**src/rtl/capture_sequencer_if.sv**
```systemverilog
// Bundles the capture-engine strobes, host readout handshake and BRAM port
// of the capture sequencer.
interface capture_sequencer_if #(
   parameter int ADDR_W = 18,
   parameter int DATA_W = 8
);
   logic              cap_run;
   logic              cap_en;
   logic              cap_we;
   logic [ADDR_W-1:0] cap_addr;
   logic [DATA_W-1:0] cap_data;

   logic              rd_req;
   logic [ADDR_W-1:0] rd_addr;
   logic [DATA_W-1:0] rd_data;
   logic              rd_valid;

   logic              bram_en;
   logic              bram_we;
   logic [ADDR_W-1:0] bram_addr;
   logic [DATA_W-1:0] bram_wdata;
   logic [DATA_W-1:0] bram_rdata;

   // Sequencer side.
   modport slave (
      output cap_run,
      input  cap_en, cap_we, cap_addr, cap_data,
      input  rd_req, rd_addr,
      output rd_data, rd_valid,
      output bram_en, bram_we, bram_addr, bram_wdata,
      input  bram_rdata
   );

   // Engine / host / BRAM side.
   modport master (
      input  cap_run,
      output cap_en, cap_we, cap_addr, cap_data,
      output rd_req, rd_addr,
      input  rd_data, rd_valid,
      input  bram_en, bram_we, bram_addr, bram_wdata,
      output bram_rdata
   );
endinterface

```
**src/rtl/capture_sequencer.sv**
```systemverilog
// Arm/trigger/limit sequencing for the logic capture path, plus arbitration
// of the single-port capture BRAM between engine writes and host reads.
module capture_sequencer #(
   parameter int ADDR_W = 18,
   parameter int DATA_W = 8,
   parameter int DEPTH  = 2**ADDR_W
) (
   input  logic              clk,
   input  logic              reset,
   input  logic [31:0]       control,
   input  logic [31:0]       config0,
   input  logic [31:0]       config1,
   output logic [31:0]       status,
   input  logic [DATA_W-1:0] datain,
   capture_sequencer_if.slave bus
);
   localparam int CW = ADDR_W + 1;

   typedef enum logic [1:0] {IDLE, ARMED, CAPTURE, DONE} state_t;

   state_t          state_q, state_d;
   logic            arm_prev_q;
   logic            arm_evt, abort, trig, wr, cnt_inc, limit_hit;
   logic [CW-1:0]   count_q, count_d, count_inc, eff_limit;
   logic [19:0]     lim_raw;
   logic            done_q, done_d, full_q, full_d;
   logic            armed_q, capturing_q;
   logic            rd_grant;
   logic [2:1]      vld_pipe;
   logic [DATA_W-1:0] rd_data_q;
   logic [18:0]     count_ext;
   logic            unused_bits;

   assign unused_bits = ^{control[31:2], config0[31:16], config1[31:19]};

   assign arm_evt = control[0] & ~arm_prev_q;
   assign abort   = control[1];
   assign trig    = ((datain ^ config0[8 +: DATA_W]) & config0[DATA_W-1:0]) == '0;
   assign wr      = bus.cap_en & bus.cap_we;

   // A limit of 0 or anything beyond the BRAM depth means "fill the BRAM".
   assign lim_raw   = {1'b0, config1[18:0]};
   assign eff_limit = (lim_raw == 20'd0 || lim_raw > 20'(DEPTH)) ? CW'(DEPTH) : CW'(lim_raw);

   assign cnt_inc   = (state_q == CAPTURE) && wr;
   assign count_inc = count_q + 1'b1;
   // >= rather than == so a limit lowered mid-capture still stops the engine.
   assign limit_hit = cnt_inc && (count_inc >= eff_limit);

   always_comb begin
      state_d = state_q;
      count_d = count_q;
      done_d  = done_q;
      full_d  = full_q;
      // A CAPTURE-state write is counted even when abort wins that cycle.
      if (cnt_inc)
         count_d = count_inc;
      case (state_q)
         IDLE, DONE: begin
            if (arm_evt) begin
               state_d = ARMED;
               count_d = '0;
               done_d  = 1'b0;
               full_d  = 1'b0;
            end
         end
         ARMED: begin
            if (abort)
               state_d = IDLE;
            else if (trig)
               state_d = CAPTURE;
         end
         CAPTURE: begin
            if (abort) begin
               state_d = IDLE;
            end else if (limit_hit) begin
               state_d = DONE;
               done_d  = 1'b1;
               full_d  = (eff_limit == CW'(DEPTH));
            end
         end
         default: state_d = IDLE;
      endcase
   end

   always_ff @(posedge clk) begin
      if (reset) begin
         state_q     <= IDLE;
         arm_prev_q  <= 1'b0;
         count_q     <= '0;
         done_q      <= 1'b0;
         full_q      <= 1'b0;
         armed_q     <= 1'b0;
         capturing_q <= 1'b0;
      end else begin
         state_q     <= state_d;
         arm_prev_q  <= control[0];
         count_q     <= count_d;
         done_q      <= done_d;
         full_q      <= full_d;
         armed_q     <= (state_d == ARMED);
         capturing_q <= (state_d == CAPTURE);
      end
   end

   // Writes always own the port; a read waits for a write-free cycle and
   // stays single-outstanding until its rd_valid cycle has passed.
   assign rd_grant = ~reset & ~wr & bus.rd_req & ~(|vld_pipe);

   always_comb begin
      bus.bram_en    = 1'b0;
      bus.bram_we    = 1'b0;
      bus.bram_addr  = '0;
      bus.bram_wdata = '0;
      if (!reset) begin
         if (wr) begin
            bus.bram_en    = 1'b1;
            bus.bram_we    = 1'b1;
            bus.bram_addr  = bus.cap_addr;
            bus.bram_wdata = bus.cap_data;
         end else if (rd_grant) begin
            bus.bram_en   = 1'b1;
            bus.bram_addr = bus.rd_addr;
         end
      end
   end

   always_ff @(posedge clk) begin
      if (reset) begin
         vld_pipe  <= '0;
         rd_data_q <= '0;
      end else begin
         vld_pipe <= {vld_pipe[1], rd_grant};
         if (vld_pipe[1])
            rd_data_q <= bus.bram_rdata;
      end
   end

   assign bus.rd_data  = rd_data_q;
   assign bus.rd_valid = vld_pipe[2];
   assign bus.cap_run  = capturing_q;

   assign count_ext = 19'(count_q);
   assign status    = {count_ext, 8'd0, |vld_pipe, full_q, done_q, capturing_q, armed_q};
endmodule
```
**src/flat_wrapper.sv**
```systemverilog
// flat-port wrapper written by rule: the top's interface ports become plain ports
module capture_sequencer_flat 
#(
   parameter int ADDR_W = 18,
   parameter int DATA_W = 8,
   parameter int DEPTH  = 2**ADDR_W
)
  (clk, reset, control, config0, config1, status, datain, bus_cap_run, bus_cap_en, bus_cap_we, bus_cap_addr, bus_cap_data, bus_rd_req, bus_rd_addr, bus_rd_data, bus_rd_valid, bus_bram_en, bus_bram_we, bus_bram_addr, bus_bram_wdata, bus_bram_rdata);
  capture_sequencer_if #(.ADDR_W(ADDR_W), .DATA_W(DATA_W)) bus_i ();
  input  logic clk;
  input  logic reset;
  input  logic [31:0] control;
  input  logic [31:0] config0;
  input  logic [31:0] config1;
  output logic [31:0] status;
  input  logic [DATA_W-1:0] datain;
  output wire logic [$bits(bus_i.cap_run)-1:0] bus_cap_run;
  input wire logic [$bits(bus_i.cap_en)-1:0] bus_cap_en;
  input wire logic [$bits(bus_i.cap_we)-1:0] bus_cap_we;
  input wire logic [$bits(bus_i.cap_addr)-1:0] bus_cap_addr;
  input wire logic [$bits(bus_i.cap_data)-1:0] bus_cap_data;
  input wire logic [$bits(bus_i.rd_req)-1:0] bus_rd_req;
  input wire logic [$bits(bus_i.rd_addr)-1:0] bus_rd_addr;
  output wire logic [$bits(bus_i.rd_data)-1:0] bus_rd_data;
  output wire logic [$bits(bus_i.rd_valid)-1:0] bus_rd_valid;
  output wire logic [$bits(bus_i.bram_en)-1:0] bus_bram_en;
  output wire logic [$bits(bus_i.bram_we)-1:0] bus_bram_we;
  output wire logic [$bits(bus_i.bram_addr)-1:0] bus_bram_addr;
  output wire logic [$bits(bus_i.bram_wdata)-1:0] bus_bram_wdata;
  input wire logic [$bits(bus_i.bram_rdata)-1:0] bus_bram_rdata;
  assign bus_cap_run = bus_i.cap_run;
  assign bus_i.cap_en = bus_cap_en;
  assign bus_i.cap_we = bus_cap_we;
  assign bus_i.cap_addr = bus_cap_addr;
  assign bus_i.cap_data = bus_cap_data;
  assign bus_i.rd_req = bus_rd_req;
  assign bus_i.rd_addr = bus_rd_addr;
  assign bus_rd_data = bus_i.rd_data;
  assign bus_rd_valid = bus_i.rd_valid;
  assign bus_bram_en = bus_i.bram_en;
  assign bus_bram_we = bus_i.bram_we;
  assign bus_bram_addr = bus_i.bram_addr;
  assign bus_bram_wdata = bus_i.bram_wdata;
  assign bus_i.bram_rdata = bus_bram_rdata;
  capture_sequencer #(.ADDR_W(ADDR_W), .DATA_W(DATA_W), .DEPTH(DEPTH)) u_core (.clk(clk), .reset(reset), .control(control), .config0(config0), .config1(config1), .status(status), .datain(datain), .bus(bus_i));
endmodule
```
**config.mk**
```make
export PLATFORM = sky130hd
export DESIGN_NAME = capture_sequencer_flat
export DESIGN_NICKNAME = d
export VERILOG_FILES = /design/src/rtl/capture_sequencer_if.sv /design/src/rtl/capture_sequencer.sv /design/src/flat_wrapper.sv
export SDC_FILE = /design/constraint.sdc
export NUM_CORES = 1
export LEC_CHECK = 0
export CAP_MARGIN = 20
export CORE_AREA = 2 2 95 97
export CTS_CLUSTER_SIZE = 16
export DETAILED_ROUTE_END_ITERATION = 8
export DIE_AREA = 0 0 97 99
export PLACE_DENSITY = 0.81
export SYNTH_ARGS = -nofsm -noshare
export SYNTH_HDL_FRONTEND = slang
export SYNTH_SLANG_ARGS = --single-unit
```
**constraint.sdc**
```tcl
create_clock -name clk -period 4.6 [get_ports clk]
set_input_delay 0.46 -clock clk [delete_from_list [all_inputs] [get_ports clk]]
set_output_delay 0.46 -clock clk [all_outputs]
set_load 0.01 [all_outputs]
```
==> summary.txt, run 1 <==
Floorplan
  • Core area: 8550 sq um
  • Chip Height: 99 microns
  • Die area: 9600 sq um
  • # IOs: 231
  • Initial Util: 0.326
  • DIE WIDTH: 97 microns
  • Num rows: 34

Cells and area
  • Reg area: 721 sq um
  • Design Area, Final: 4540 sq um
  • P&R area growth vs syn: 62.7%
  • NumNets Final: 675
  • Fillers: 767
  • Area occupied by multi-input gates: 1920 sq um
  • Fraction of layout cells with a size suffix above 1: 0.0426
  • Final std cells w/o fill: 602

Global routing
  • GRT Overall Usage: 0.189
  • Pin count of the biggest net entering global routing: 28
  • First-pass GRT wire length: 14.9 mm
  • Vias in the first global route: 3,071
  • GR Overflow Total: 0
  • Initial antenna violation count: 1

Timing
  • RSZ-0062 raised after global routing: no
  • Final Max Slew Viols: 0
  • Slew HR: 0.549
  • Max Clock Freq: 256 MHz
  • Setup WS post-layout: 690 ps
  • Slew @ Worst Pin: 675 ps
  • Final clock skew: 4.33 ps
  • Setup TNS: 0 ps
  • Fin crit share: 0.850
  • Clock period minus worst slack: 3910 ps
  • Endpoints failing hold: 0
  • Hold_ws: 490 ps
  • Final setup violation count: 0

Clocking
  • CTS Sinks: 36
  • Post_cts resized: 0
  • CTS max path bufs: 2
  • # H-tree levels: 2
  • CTS buffer count: 5
  • CTS tree: done
  • Hold_buf cts: 0
  • CTS clk-pin slew, worst paths: 70 ps
  • Worst skew pair latency: 280 ps
  • Root Buffer: clkbuf_8
  • Setup Buffers After CTS: 0

Pwr
  • IR drop worst, VDD: 0.105 mV
  • Pwr dens: 177 nW/um^2
  • Leakage Power: 1.76 nW

Worst setup path
  • FF-to-FF Start: u_core.count_ext[0]
  • Buf/Inv on CP: 0
  • CP delay by family, top: simple AND/OR/NAND/NOR gates
  • Critical Path Fanout Max: 8
  • Critical Path RT: 4780 ps
  • Setup Crit Path Kind: register to register
  • CP endpoint kind: register
  • Worst setup SP type: register
  • CP max stage cell: or4_1
  • Crit path launch: u_core.count_ext[0]
  • Worst path max stage delay: 570 ps
  • Crit-path cells: ha_1 > nand3_2 > nor2_1 > nand3_2 > nor3_1 > nand3_1 > xnor2_1 > ha_1 > nand4_1 > or4_1 > o221ai_2 > a211oi_1 > o211a_1
  • Worst Path Arrival: 4090 ps

Routing
  • Post-route ant nets: 0
  • Wire per inst: 15.0 microns
  • Vias per inst: 5.03
  • DRC viols: 0
  • Iter 0 DRT Violations: 92
  • Post-Route WL: 9.04 mm
  • Drt first pass iters: 4
  • Vias: 3,031

Synthesis
  • Adder-cell share of the synthesized area: 0.0986
  • Synthesized area: 2790 sq um
  • Yosys reg bits: 36
  • Warnings from Yosys: 0
  • Post-synthesis xor/xnor area fraction: 0.119
  • Main combinational cell family by area after synthesis: simple AND/OR/NAND/NOR gates
  • Simple-gate share of the synthesized area: 0.268
  • Synth cell types: 50
  • Synth area leaders: dfxtp_1 (26%), ha_1 (9.9%), xor2_1 (7.5%)
  • Ys flop type: dfxtp_1
  • Post-synth top area cell: dfxtp_1
  • Seq/Total Area, Yosys: 0.258
  • Synth top area share: 0.258
  • Synth async-reset ratio: 0
  • Post-synthesis mux area share: 0.0323
  • Avg Inst Size Synth: 8.26 sq um
  • Synth Area in Compound Gates: 0.160
  • Number of enable flip-flop cells after synthesis: 0
  • Post-Synthesis Cells: 338

Placed design
  • RD Place Congestion: 0.854
  • Dpl hpwl: 7.57 mm
  • Port bufs: 163
  • DP Worst Slack: 470 ps
  • DP Area: 4450 sq um
  • Placed Cells: 593

Min path
  • Hold Path Origin: u_core.done_q
  • Hold crit path type: register to register

Run
  • Max-Cap Viols: 0

Outcome
  • Outcome: completed
## cell usage after synthesis, types with 2 or more instances
cell type  instances
nand3_2            2
nor3_1             5
inv_1              4
xnor2_1           14
and3_1             2
clkbuf_1           8
a22oi_1            4
o22ai_1            3
nand4_1            7
nor4_1             5
and2_1            10
nor2_1            34
ha_1              22
buf_2              2
nand3b_1           2
a21o_1             2
nor2b_1            4
or3_1              7
xor2_1            24
nand2_1           31
mux2i_1            9
buf_4             13
nand2b_1          10
a22o_1            19
nand3_1           10
o21ai_0            8
a21oi_1           17
dfxtp_1           36
a211oi_1           3
## power breakdown
part	internal (mW)	leakage, nW	switching [mW]
registers	0.320	0.292	0.00683
logic	0.148	1.42	0.0978
clock network	0.120	0.0510	0.112
total	0.588	1.76	0.217
## layer usage
metal / vias to the layer above / wire [microns] / part of all wire / track usage
met1: 1389 / 3490 / 0.39 / 0.204
met4: 0 / 134 / 0.015 / 0.0520
met5: - / 0 / 0 / 0
met2: 136 / 4710 / 0.52 / 0.362
li1: 1497 / - / - / -
met3: 9 / 709 / 0.078 / 0.0489
## registers in the layout (all words and copies together), names as in the netlist
name and count:
u_core.arm_prev_q 1, u_core.armed_q 1, u_core.bus.cap_run 1, u_core.bus.rd_data 8, u_core.count_ext 19, u_core.done_q 1, u_core.full_q 1, u_core.state_q 2
u_core.vld_pipe 2
## path summary, 6_finish.rpt
check / to / slack, ps / cells after the start
setup / recovery: u_core.bus.cap_run / 690 / 13
hold reg to reg: u_core.done_q / 490 / 2
setup reg to reg: u_core.bus.cap_run / 690 / 13
hold / removal: u_core.done_q / 490 / 2
## cells by family after synthesis
| group | Yosys count |
|---|---|
| other | 1 |
| AOI/OAI and AO/OA | 63 |
| DFF | 36 |
| adders and majority gates | 22 |
| muxes | 9 |
| and+or+nand+nor | 139 |
| buffers and inverters | 30 |
| xor gates and xnor gates | 38 |
## cell type report
type,instances,area share
antenna,1,0.000551
clock buffer,6,0.0182
clock inverter,2,0.00220
inverter,4,0.00331
multi-input combinational,279,0.423
sequential,36,0.159
tap,108,0.0298
timing repair buffer,166,0.364
## through the flow
| stage | power [mW] | util |
|---|---|---|
| 2_1_floorplan | 0.437 | - |
| 3_3_place_gp | 0.572 | 0.520 |
| 3_5_place_dp | 0.579 | 0.520 |
| 4_1_cts | 0.811 | 0.531 |
| 5_1_grt | 0.852 | 0.531 |
| 6_report | 0.804 | 0.531 |
## cells in the final DEF, fill, tap and decap left out, types with 4 or more instances in the layout
cell / n
nor3_1: 5
nor4_1: 5
nor2_1: 34
clkdlybuf4s50_1: 163
mux2i_1: 9
a22o_1: 19
dfxtp_1: 36
o21ai_0: 8
nand2_1: 31
ha_1: 22
a22oi_1: 4
and2_1: 10
inv_1: 4
xor2_1: 24
nand4_1: 7
nand3_1: 10
xnor2_1: 14
nand2b_1: 10
conb_1: 8
nor2b_1: 4
or3_1: 7
clkbuf_8: 6
a21oi_1: 17
## worst reg2reg max path: stages, from the launching register on
cell	delay (ps)
dfxtp_1	440
ha_1	260
nand3_2	130
nor2_1	310
nand3_2	240
nor3_1	310
nand3_1	140
xnor2_1	150
ha_1	320
nand4_1	180
or4_1	570
o221ai_2	340
a211oi_1	180
o211a_1	270
Power figures use the tool's default switching activity.
==> run 2: changes to the inputs <==
clock period = 3.6 ns   (was 4.6 ns; I/O delays follow)
==> run 2 against run 1 <==
Effect of this change:
- utilization grew 2.0 points
- sequential share of layout area down 0.57 points
- power increased by 31%
- global-route usage shrank 0.078 points
- setup slack lost 490 ps
- hold slack got worse by 4.1 ps
- clock power is 35% higher
- critical path depth is the same
- critical path type is now primary input to register
==> summary.txt, run 2 (synthesis gave the netlist of run 1 again) <==
Clocking
  • CTS clk-pin slew, worst paths: 70 ps (about the same)
  • Root Buffer: clkbuf_8
  • Worst skew pair latency: 280 ps (about the same)
  • CTS max path bufs: 2 (unchanged)
  • CTS tree: done
  • # H-tree levels: 2 (unchanged)
  • CTS buffer count: 5 (unchanged)
  • CTS Sinks: 36 (unchanged)
  • Hold_buf cts: 0 (unchanged)

Worst setup path
  • Critical Path RT: 3780 ps (-1000 ps)
  • Worst Path Arrival: 3570 ps (-520 ps)
  • CP endpoint kind: register
  • Worst setup SP type: primary input
  • Setup Crit Path Kind: primary input to register
  • R2R Setup Slk: 300 ps (-390 ps)
  • Critical Path Fanout Max: 6 (-2)

Global routing
  • Vias in the first global route: 3,106 (+1.1%)
  • Pin count of the biggest net entering global routing: 28 (unchanged)
  • First-pass GRT wire length: 14.9 mm (unchanged)
  • GR Overflow Total: 0 (unchanged)
  • GRT Overall Usage: 0.188 (-0.000782)
  • Initial antenna violation count: 0 (-1)

Cells and area
  • P&R area growth vs syn: 68.8%
  • Most frequent cells in the layout: clkdlybuf4s50_1 (163), dfxtp_1 (36), nor2_1 (34), nand2_1 (31), xor2_1 (24)
  • Final std cells w/o fill: 617 (+2.5%)
  • Most common cell after layout, fill and taps aside: clkdlybuf4s50_1
  • NumNets Final: 692 (+2.5%)
  • Number of flip-flops under the largest register name: 19 (unchanged)
  • Fraction of layout cells with a size suffix above 1: 0.0825 (+0.0399)
  • Antenna Cells: 0 (-1)

Outcome
  • Outcome: completed

Floorplan
  • Core area: 8550 sq um (unchanged)
  • Die area: 9600 sq um (unchanged)
  • Chip Height: 99 microns (unchanged)
  • DIE WIDTH: 97 microns (unchanged)
  • Num rows: 34 (unchanged)
  • Initial Util: 0.326 (unchanged)
  • # IOs: 231 (unchanged)

Timing
  • Endpoints failing hold: 0 (unchanged)
  • Final clock skew: 4.19 ps (-0.138 ps)
  • Final Max Slew Viols: 0 (unchanged)
  • Slew @ Worst Pin: 602 ps (-72.3 ps)
  • Fin crit share: 0.943
  • Clock period minus worst slack: 3400 ps
  • Setup WS post-layout: 205 ps (-485 ps)
  • Hold_ws: 485 ps (-4.11 ps)
  • Max Clock Freq: 295 MHz
  • Slew HR: 0.598 (+0.0496)
  • Final setup violation count: 0 (unchanged)
  • Setup TNS: 0 ps (unchanged)

Pwr
  • Leakage Power: 1.86 nW (+5.2%)
  • Pwr dens: 224 nW/um^2 (+27%)
  • IR drop worst, VDD: 0.121 mV (+15%)

Routing
  • Wire per inst: 15.0 microns (-0.13%)
  • Vias per inst: 5.02 (-0.37%)
  • DRC viols: 0 (unchanged)
  • Vias: 3,095 (+2.1%)
  • Iter 0 DRT Violations: 64 (-30%)
  • Drt first pass iters: 4 (unchanged)
  • Post-route ant nets: 0 (unchanged)
  • Post-Route WL: 9.26 mm (+2.4%)

Placed design
  • Port bufs: 163 (unchanged)
  • DP Worst Slack: -177 ps (-647 ps)
  • RD Place Congestion: 0.867 (+1.5%)
  • Placed Cells: 609 (+2.7%)
  • Dpl hpwl: 7.70 mm (+1.8%)

Min path
  • Hold crit path type: register to register

Run
  • Max-Cap Viols: 0 (unchanged)
[run 2: changes by cell type in the layout (fill, tap and decap cells not counted), sizes merged]
cell    before  now
clkbuf       6    7
buf          3   20
diode        1    0
clkinv       2    0
[run 2: worst max-delay path: stages]
cell and delay [ps]:
clkdlybuf4s50_1 440, nor4_1 310, nand3_1 190, nor4_4 350
xnor2_2 190, buf_4 180, nand2_1 70, ha_1 310
nand4_1 110, o311a_1 410, o221ai_4 260, a211oi_1 140
o211a_1 260
[run 2: where the power goes]
part | internal (mW) | total [mW] | switching, mW
Combinational | 0.197 | 0.324 | 0.128
Clock | 0.171 | 0.313 | 0.143
Sequential | 0.409 | 0.418 | 0.00874
[run 2: layout make-up]
cell class	instances	area (sq um)
Sequential cell	36	721
Multi-Input combinational cell	279	1960
Clock buffer	7	96.3
Timing Repair Buffer	183	1780
Fill cell	739	3840
Tap cell	108	135
Inverter	4	15.0
[run 2: timing repair]
item                       CTS  global route
setup endpoints to repair    0             6
gates resized for setup      0             6
hold endpoints to repair     0             0
setup buffers                0             1
[run 2: worst paths after layout]
kind | start | cells after the start | to
worst max-delay path | config1[4] | 13 | u_core.bus.cap_run
worst max register to register | u_core.count_ext[1] | 13 | u_core.bus.cap_run
worst min register to register | u_core.done_q | 2 | u_core.done_q
worst min-delay path | u_core.done_q | 2 | u_core.done_q
[run 2: routing by layer]
layer  part of all wire  global-route usage  vias up
li1                   -                   -     1524
met4             0.0065              0.0379        0
met2               0.52               0.364      134
met1               0.40               0.205     1429
met3              0.076              0.0511        8
met5                  0                   0        -
[run 2: through the flow]
step / total power [mW] / instance area [sq um] / util
final: 1.06 / 4710 / 0.551
after global routing: 1.10 / 4710 / 0.551
after CTS: 1.06 / 4660 / 0.545
after detailed placement: 0.747 / 4570 / 0.534
after global placement: 0.737 / 4570 / 0.534
after floorplan: 0.558 / 2820 / -
